--- src/rtl/vc_alloc_ctrl.sv ---
// Router virtual-channel allocator: owns every output VC, grants at most one free
// OVC per output port per cycle by round-robin and releases it on unlock.
module vc_alloc_ctrl #(
  parameter int NUM_PORTS  = 5,
  parameter int NUM_VCS    = 2,
  parameter int VC_ID_BITS = 1,
  parameter int DIR_BITS   = 3
) (
  input  logic                                   clk,
  input  logic                                   arst_n,
  input  logic [NUM_PORTS*NUM_VCS*DIR_BITS-1:0]   req_dir,
  input  logic [NUM_PORTS*NUM_VCS-1:0]            unlock,
  output logic [NUM_PORTS*NUM_VCS-1:0]            vc_allocated,
  output logic [NUM_PORTS*NUM_VCS*VC_ID_BITS-1:0] vc_allocated_id,
  output logic [NUM_PORTS*NUM_VCS-1:0]            out_vc_free,
  output logic                                    proto_err
);

  localparam int R      = NUM_PORTS * NUM_VCS;
  localparam int PTR_W  = (R > 1) ? $clog2(R) : 1;
  localparam int PORT_W = (NUM_PORTS > 1) ? $clog2(NUM_PORTS) : 1;

  logic [R-1:0]                            busy_q, busy_d;
  logic [R-1:0]                            held_q, held_d;
  logic [R-1:0][PORT_W-1:0]                hold_port_q, hold_port_d;
  logic [R-1:0][VC_ID_BITS-1:0]            hold_vc_q, hold_vc_d;
  logic [NUM_PORTS-1:0][PTR_W-1:0]         rr_ptr_q, rr_ptr_d;
  logic [R-1:0]                            alloc_q, alloc_d;
  logic [R-1:0][VC_ID_BITS-1:0]            alloc_id_q, alloc_id_d;
  logic                                    err_q, err_d;

  logic [R-1:0][DIR_BITS-1:0]              dir_s;
  logic [NUM_PORTS-1:0][R-1:0]             elig_s;
  logic                                    free_found_s;
  logic [VC_ID_BITS-1:0]                   free_k_s;
  logic                                    win_found_s;
  logic [PTR_W-1:0]                        win_s;
  logic [PTR_W:0]                          sum_s;

  // Next-state: releases, protocol checks and per-output round-robin grants.
  always_comb begin
    busy_d       = busy_q;
    held_d       = held_q;
    hold_port_d  = hold_port_q;
    hold_vc_d    = hold_vc_q;
    rr_ptr_d     = rr_ptr_q;
    alloc_d      = '0;
    alloc_id_d   = '0;
    err_d        = 1'b0;
    dir_s        = '0;
    elig_s       = '0;
    free_found_s = 1'b0;
    free_k_s     = '0;
    win_found_s  = 1'b0;
    win_s        = '0;
    sum_s        = '0;

    for (int r = 0; r < R; r++) begin
      dir_s[r] = req_dir[r*DIR_BITS +: DIR_BITS];
      if (unlock[r]) begin
        if (held_q[r]) begin
          held_d[r] = 1'b0;
          for (int o = 0; o < NUM_PORTS; o++) begin
            for (int k = 0; k < NUM_VCS; k++) begin
              if (hold_port_q[r] == PORT_W'(o) && hold_vc_q[r] == VC_ID_BITS'(k)) begin
                busy_d[o*NUM_VCS+k] = 1'b0;
              end else begin
                busy_d[o*NUM_VCS+k] = busy_d[o*NUM_VCS+k];
              end
            end
          end
        end else begin
          err_d = 1'b1;
        end
      end else begin
        // A request still visible while its own grant is shown is expected, not an error.
        if (dir_s[r] < DIR_BITS'(NUM_PORTS) && held_q[r] && !alloc_q[r]) begin
          err_d = 1'b1;
        end else begin
          err_d = err_d;
        end
      end
    end

    for (int o = 0; o < NUM_PORTS; o++) begin
      for (int r = 0; r < R; r++) begin
        elig_s[o][r] = (dir_s[r] == DIR_BITS'(o)) && !held_q[r] && !alloc_q[r];
      end

      free_found_s = 1'b0;
      free_k_s     = '0;
      for (int k = NUM_VCS - 1; k >= 0; k--) begin
        if (!busy_q[o*NUM_VCS+k]) begin
          free_found_s = 1'b1;
          free_k_s     = VC_ID_BITS'(k);
        end else begin
          free_found_s = free_found_s;
        end
      end

      win_found_s = 1'b0;
      win_s       = '0;
      if (free_found_s) begin
        for (int i = 0; i < R; i++) begin
          sum_s = {1'b0, rr_ptr_q[o]} + (PTR_W+1)'(i);
          if (sum_s >= (PTR_W+1)'(R)) begin
            sum_s = sum_s - (PTR_W+1)'(R);
          end else begin
            sum_s = sum_s;
          end
          if (!win_found_s && elig_s[o][sum_s[PTR_W-1:0]]) begin
            win_found_s = 1'b1;
            win_s       = sum_s[PTR_W-1:0];
          end else begin
            win_found_s = win_found_s;
          end
        end
      end else begin
        win_found_s = 1'b0;
      end

      if (win_found_s) begin
        alloc_d[win_s]     = 1'b1;
        alloc_id_d[win_s]  = free_k_s;
        held_d[win_s]      = 1'b1;
        hold_port_d[win_s] = PORT_W'(o);
        hold_vc_d[win_s]   = free_k_s;
        for (int k = 0; k < NUM_VCS; k++) begin
          if (free_k_s == VC_ID_BITS'(k)) begin
            busy_d[o*NUM_VCS+k] = 1'b1;
          end else begin
            busy_d[o*NUM_VCS+k] = busy_d[o*NUM_VCS+k];
          end
        end
        rr_ptr_d[o] = (win_s == PTR_W'(R - 1)) ? '0 : win_s + PTR_W'(1);
      end else begin
        rr_ptr_d[o] = rr_ptr_q[o];
      end
    end
  end

  // State and output registers with synchronous active-low reset.
  always_ff @(posedge clk) begin
    if (!arst_n) begin
      busy_q      <= '0;
      held_q      <= '0;
      hold_port_q <= '0;
      hold_vc_q   <= '0;
      rr_ptr_q    <= '0;
      alloc_q     <= '0;
      alloc_id_q  <= '0;
      err_q       <= 1'b0;
    end else begin
      busy_q      <= busy_d;
      held_q      <= held_d;
      hold_port_q <= hold_port_d;
      hold_vc_q   <= hold_vc_d;
      rr_ptr_q    <= rr_ptr_d;
      alloc_q     <= alloc_d;
      alloc_id_q  <= alloc_id_d;
      err_q       <= err_d;
    end
  end

  assign vc_allocated    = alloc_q;
  assign vc_allocated_id = alloc_id_q;
  assign out_vc_free     = ~busy_q;
  assign proto_err       = err_q;

endmodule
--- config.mk ---
export PLATFORM = sky130hd
export DESIGN_NAME = vc_alloc_ctrl
export DESIGN_NICKNAME = d
export VERILOG_FILES = /design/src/rtl/vc_alloc_ctrl.sv
export SDC_FILE = /design/constraint.sdc
export NUM_CORES = 1
export LEC_CHECK = 0
export CAP_MARGIN = 20
export CORE_MARGIN = 2
export CORE_UTILIZATION = 43
export DETAILED_ROUTE_END_ITERATION = 8
export GPL_TIMING_DRIVEN = 1
export PLACE_DENSITY = 0.6
export SYNTH_ARGS = -nofsm -noshare
export SYNTH_HDL_FRONTEND = slang
export SYNTH_SLANG_ARGS = --single-unit
--- constraint.sdc ---
create_clock -name clk -period 6 [get_ports clk]
set_input_delay 1.5 -clock clk [delete_from_list [all_inputs] [get_ports clk]]
set_output_delay 1.5 -clock clk [all_outputs]
set_load 0.03 [all_outputs]
# Word-level counts from Yosys, hierarchy flattened
# Index checks and enable logic that the tools add are counted.
[totals]
reg_bits = 101
in_bits = 42
output_inout_bits = 31
elab_cells = 1338
[op_classes]
n_addsub = 100
order_cmp = 120
n_eq_ne = 85
mux = 604
bitwise = 35
n_reduce_logical = 355
[ops]
columns = ["cell", "count"]
rows = [
  ["$mux 4", 160],
  ["$mux 10", 40],
  ["$mux 1", 320],
  ["$lt 4x5->1 const B", 55],
  ["$logic_and 1x1->1", 270],
  ["$ge 5x4->1 const B", 45],
  ["$bmux 1 s4", 50],
  ["$sub 4x4->4 const B", 50],
  ["$mux 30", 5],
  ["$eq 3x2->1 const B", 40],
  ["$or 10x10->10", 12],
  ["$add 4x3->5 const B", 20],
  ["$bwmux 10", 9],
  ["$logic_not 1->1", 65],
  ["$and 20x20->20", 3],
  ["$demux 3 s4", 5],
  ["$eq 3x1->1 const B", 20],
  ["$eq 3x3->1 const B", 20],
  ["$logic_not 3->1", 20],
  ["$not 20->20", 3],
  ["$add 4x2->5 const B", 10],
  ["$add 4x4->5 const B", 10],
  ["$and 30x30->30", 1],
  ["$lt 3x3->1 const B", 10],
  ["other kinds (13)", 56],
]

# Longest topological paths before layout
# Gate-level depths: netlist of the first run.
[depth]
depth_word = 58
depth_mapped = 24

# Least setup slack after synthesis of the first run
# Ideal clock, no wire load.
[synth_path]
kind = "flip-flop to flip-flop"
startpoint = "register rr_ptr_q[1] in the netlist's numbering"
endpoint = "register hold_vc_q[2] in the netlist's numbering"
setup_ps = 119
arrival_ps = 5396
t_required_ps = 5881
setup_slack_ps = 485
stages_incl_launch_ff = 23
period_less_slack_ps = 5515
path_cell_list = "dfxtp_1 > buf_2 > clkinv_1 > ha_1 > clkbuf_1 > inv_1 > clkbuf_1 > ha_1 > clkbuf_1 > a21oi_1 > a311oi_2 > xnor2_1 > mux2_1 > mux2_2 > a21oi_4 > nor2_1 > o211a_1 > or4_4 > nand3_2 > nor2_1 > a221oi_1 > o221ai_1 > o221a_1"
[synth_between]
elab_chain_len = 57
elab_cells_between_ends = 133
classes_between = "19 x add/sub; 12 x order compare; 83 x mux; 19 x reduce/logical"
[synth_rtl]
columns = ["item", "line_no", "source"]
rows = [
  ["start, declared", "27", "logic [NUM_PORTS-1:0][PTR_W-1:0] rr_ptr_q, rr_ptr_d;"],
  ["start signal, assigned", "158", "rr_ptr_q <= rr_ptr_d;"],
  ["parallel branches: the longest is 48 deep, another holds $add 4x1->5", "-", ""],
  ["$mux 10 (*)", "122", "if (win_found_s) begin"],
  ["$bwmux 10", "127", "hold_vc_d[win_s] = free_k_s;"],
  ["$mux 10 (*)", "122", ""],
  ["$bwmux 10", "127", ""],
  ["$mux 10 (*)", "122", ""],
  ["$bwmux 10", "127", ""],
  ["$mux 10 (*)", "122", ""],
  ["$bwmux 10", "127", ""],
  ["$mux 10 (*)", "122", ""],
  ["end signal, assigned", "157", "hold_vc_q <= hold_vc_d;"],
  ["end, declared", "26", "logic [R-1:0][VC_ID_BITS-1:0] hold_vc_q, hold_vc_d;"],
]
# Every way passes the cells marked *. The select of a mux whose other input is x is not followed.
# A chain may end at the register's enable or synchronous reset.

# Final worst setup path of the first run
[layout_path]
startpoint = "input req_dir[18]"
endpoint = "register alloc_id_q (netlist bit vc_allocated_id[3])"
[layout_between]
elab_chain_len = 57
elab_cells_between_ends = 395
classes_between = "10 x order compare; 4 x eq/ne; 274 x mux; 1 x bitwise; 106 x reduce/logical"
[layout_rtl]
columns = ["item", "line_no", "source"]
rows = [
  ["start, declared", "11", "input logic [NUM_PORTS*NUM_VCS*DIR_BITS-1:0] req_dir,"],
  ["$logic_not 3->1", "87", "elig_s[o][r] = (dir_s[r] == DIR_BITS'(o)) && !held_q[r] && !alloc_q[r];"],
  ["$logic_and 1x1->1 (2 in a row)", "87", ""],
  ["$bmux 1 s4", "111", "if (!win_found_s && elig_s[o][sum_s[PTR_W-1:0]]) begin"],
  ["$mux 1 (implied by the code)", "111", ""],
  ["$mux 1", "111", ""],
  ["$mux 1", "103", "if (free_found_s) begin"],
  ["$logic_not 1->1", "111", ""],
  ["$logic_and 1x1->1", "111", ""],
  ["[... 40 more ...]", "-", ""],
  ["$bwmux 10", "124", "alloc_id_d[win_s] = free_k_s;"],
  ["$mux 10", "122", ""],
  ["$bwmux 10", "124", ""],
  ["$mux 10", "122", ""],
  ["$bwmux 10", "124", ""],
  ["$mux 10", "122", ""],
  ["$bwmux 10", "124", ""],
  ["$mux 10 (*)", "122", ""],
  ["end signal, assigned", "160", "alloc_id_q <= alloc_id_d;"],
  ["end, declared", "29", "logic [R-1:0][VC_ID_BITS-1:0] alloc_id_q, alloc_id_d;"],
]
# Mark *: on every way between the ends. The rest lies on a longest branch, timed or not. The select of a mux whose other input is x is not followed.

==> summary.txt, run 1 <==
worst-skew pair later-pin latency = 0.36 ns
reg-to-reg setup timing slack = 0.32 ns
Post-synth ARST share = 0
Yosys warning count = 0
Port Buffers = 72
area of the mapped netlist = 0.02096 mm²
CTS Buf Count = 9
Syn-to-layout area delta = 22.30%
HPWL Detailed = 79310 µm
max cap viols = 0
worst path bufs/invs = 4
Post-Synth XOR/XNOR Area = 0.03033
clk sink count = 101
final core occ = 0.5346
Slew Limit Fails = 0
Seq. cell area = 0.002022 mm²
post-route ant nets = 0
vias per inst = 6.635
layout cell share with drive strength beyond 1 = 0.2008
largest family of logic cells by synthesized area = compound AO/OA/AOI/OAI gates
RR Startpoint = rr_ptr_q[6]$_SDFFE_PN0P_
Crit path depth = 18
status = finished clean
Max FO, Critical Path = 6
Fmax = 0.1714 GHz
Synth Area in Adders = 0.06567
most common cell in the netlist = nor2_1
setup TNS = 0 ns
top cell type by total area after synthesis = dfxtp_1
first-pass GRT wire length = 145900 µm
multi-input logic area = 0.01783 mm²
vias = 26162
reg2reg end = hold_vc_q[2]$_SDFF_PN0_
Hold WC Path Type = flop to flop
post-synthesis mux area share = 0.07576
CTS tree = built
Post-Syn Nets = 3088
Worst slew margin = 0.2116
RSZ-0062 raised after global routing = false
Worst Skew = 0.01021 ns
crit path cell chain = clkdlybuf4s50_1, buf_4, nor2_1, nand4_1, o21ai_0, buf_4, a21oi_1, a2111o_1, and3_1, a311oi_1, o211ai_1, a2111oi_2, nor2_1, nand3b_1, o221a_2, nand2_1, o21ai_1, buf_4
total global routing overflow = 0
Yosys reg bits = 101
Final #Nets = 3470
Req. time, crit path = 6.26 ns
post-layout minimum cycle time = 5.833 ns
largest net degree at the start of global routing = 38
DR DRC count = 0
Netlist cell types = 135
Syn Inst Count = 2939
startpoint types = primary input
simple-gate portion of the synthesized area = 0.3325
Slowest-stage cell, CP = clkdlybuf4s50_1
number of setup violations in the final report = 0
CP delay by family, top = compound AO/OA/AOI/OAI gates
WL final = 96490 µm
Clock Pin Slew Worst Setup and Hold Paths = 0.07 ns
Crit path largest cell delay = 0.62 ns
post-DR wirelength/cell = 24.47 µm
I/O pin count = 73
critical path class = primary input to flop
top post-synthesis cells by count = nor2_1, nand2_1, a21oi_1
Arr. time, crit path = 6.09 ns
Core ar. = 0.04795 mm²
vias in the first global route = 24940
Setup crit end kind = flop
most frequent CP cell = buf_4
site row count = 80
drt first-iter violations = 2764
CTS Root Cell = clkbuf_16
final hold vios = 0
Die W = 224.8 µm
Syn Area/Cell = 7.131 µm²
height of the chip = 224.8 µm
H-tree Lvls = 3
full die area = 0.05052 mm²
Least-Margin Pin Slew = 1.153 ns
hold_buf cts = 0
Final period util = 0.9722
Synth area leaders = dfxtp_1, ha_1, a21oi_1, nor2_1, nand2_1
Synth top area share = 0.09647
Synth Flop Type = dfxtp_1
Overall Global Routing Usage = 0.3702
worst setup path startpoint = req_dir[18]
Compound-Gate Fraction of Synth Area = 0.3426
part of the Yosys area used for sequential elements = 0.09647
number of synthesized flops with an enable pin = 0
post-place setup slack = -0.3588 ns
Worst Setup EP = vc_allocated_id[3]$_SDFF_PN0_
gpl congestion = 1.088
initial antenna violation count = 4
clk buf depth = 2
Layout fillers = 4706
TritonRoute pass-1 iters = 6
FF-to-FF path depth = 19
initial cell density of the core = 0.4371
post-route setup slack = 0.1667 ns
==> cell type report <==
cell class              count  share of cell area
inverters                 137             0.02060
multi-input cells        2554              0.6957
diodes                      2           0.0001952
flip-flops and latches    101             0.07888
well taps                 615             0.03002
clock inverters             7            0.004539
repair buffers            518              0.1613
clock buffers               9            0.008786
==> worst min path at each step <==
stage / start / to / slack, ns / cells after the start
after floorplan: hold_vc_q[1]$_SDFF_PN0_ / hold_vc_q[1]$_SDFF_PN0_ / 0.46 / 2
after global placement: hold_vc_q[1]$_SDFF_PN0_ / hold_vc_q[1]$_SDFF_PN0_ / 0.49 / 2
after detailed placement: hold_vc_q[1]$_SDFF_PN0_ / hold_vc_q[1]$_SDFF_PN0_ / 0.48 / 2
after CTS: hold_vc_q[1]$_SDFF_PN0_ / hold_vc_q[1]$_SDFF_PN0_ / 0.52 / 2
after global routing: rr_ptr_q[13]$_SDFFE_PN0P_ / rr_ptr_q[13]$_SDFFE_PN0P_ / 0.55 / 2
final: rr_ptr_q[13]$_SDFFE_PN0P_ / rr_ptr_q[13]$_SDFFE_PN0P_ / 0.52 / 2
==> what timing repair did <==
item | in CTS | in global routing
setup buffers | 0 | 1
resized for setup | 0 | 18
setup endpoints to repair | 0 | 64
endpoints found under the hold margin | 0 | 0
==> kinds of logic (layout without fill, tap and decap cells) <==
family | after synthesis | count (layout)
AOI/OAI and AO/OA | 989 | 989
buffers and inverters | 284 | 671
and+or+nand+nor | 1257 | 1257
other | 0 | 2
DFF | 101 | 101
xor gates and xnor gates | 70 | 70
muxes | 131 | 131
adders and majority gates | 107 | 107
==> sequential cells by signal, summed over array words and instances (netlist names) <==
register and cells:
busy_q 10, held_q 10, hold_port_q 30, hold_vc_q 10
proto_err 1, rr_ptr_q 20, vc_allocated 10, vc_allocated_id 10
==> tightest hold or removal path, cell delays in order, from the launching register on <==
cell	delay [ns]
dfxtp_1	0.34
nand2_1	0.06
a31oi_1	0.07
==> stage by stage <==
step	hold slack [ns]	area [µm²]	std cells
after CTS	0.5223	25530	3940
after global placement	0.4946	25190	3924
after global routing	0.5539	25630	3941
final	0.5192	25630	3943
after floorplan	0.4555	20960	2939
after detailed placement	0.4847	25190	3924
==> placed cells by master (no fill, tap or decap), drive strengths merged, types with 55 or more instances in the layout <==
cell type      instances
nor3                 107
nand3                141
nand2b                55
inv                  136
a211oi                61
nor2b                 65
a21oi                214
dfxtp                101
and2                  59
o21ai                143
xnor2                 62
nand2                236
clkdlybuf4s50         71
ha                   102
nor2                 247
mux2i                 72
buf                  446
==> metal layers <==
metal	global-route usage	vias to the layer above	share of wire
li1	-	12063	-
met1	0.4603	12445	0.40
met2	0.6310	1351	0.46
met3	0.04651	301	0.081
met4	0.1824	2	0.057
met5	0	-	0.00015
Power of run 1 is left out: the tool's default activity adds up to more than one toggle a clock period on the data nets, which glitch-free logic cannot reach.
==> inputs of run 2 (changes only) <==
- CTS_CLUSTER_SIZE: default -> 14
==> results of run 2 <==
Same layout as run 1: the final DEF is identical, and so are final timing and power.
Power of run 2 is left out for the same reason.
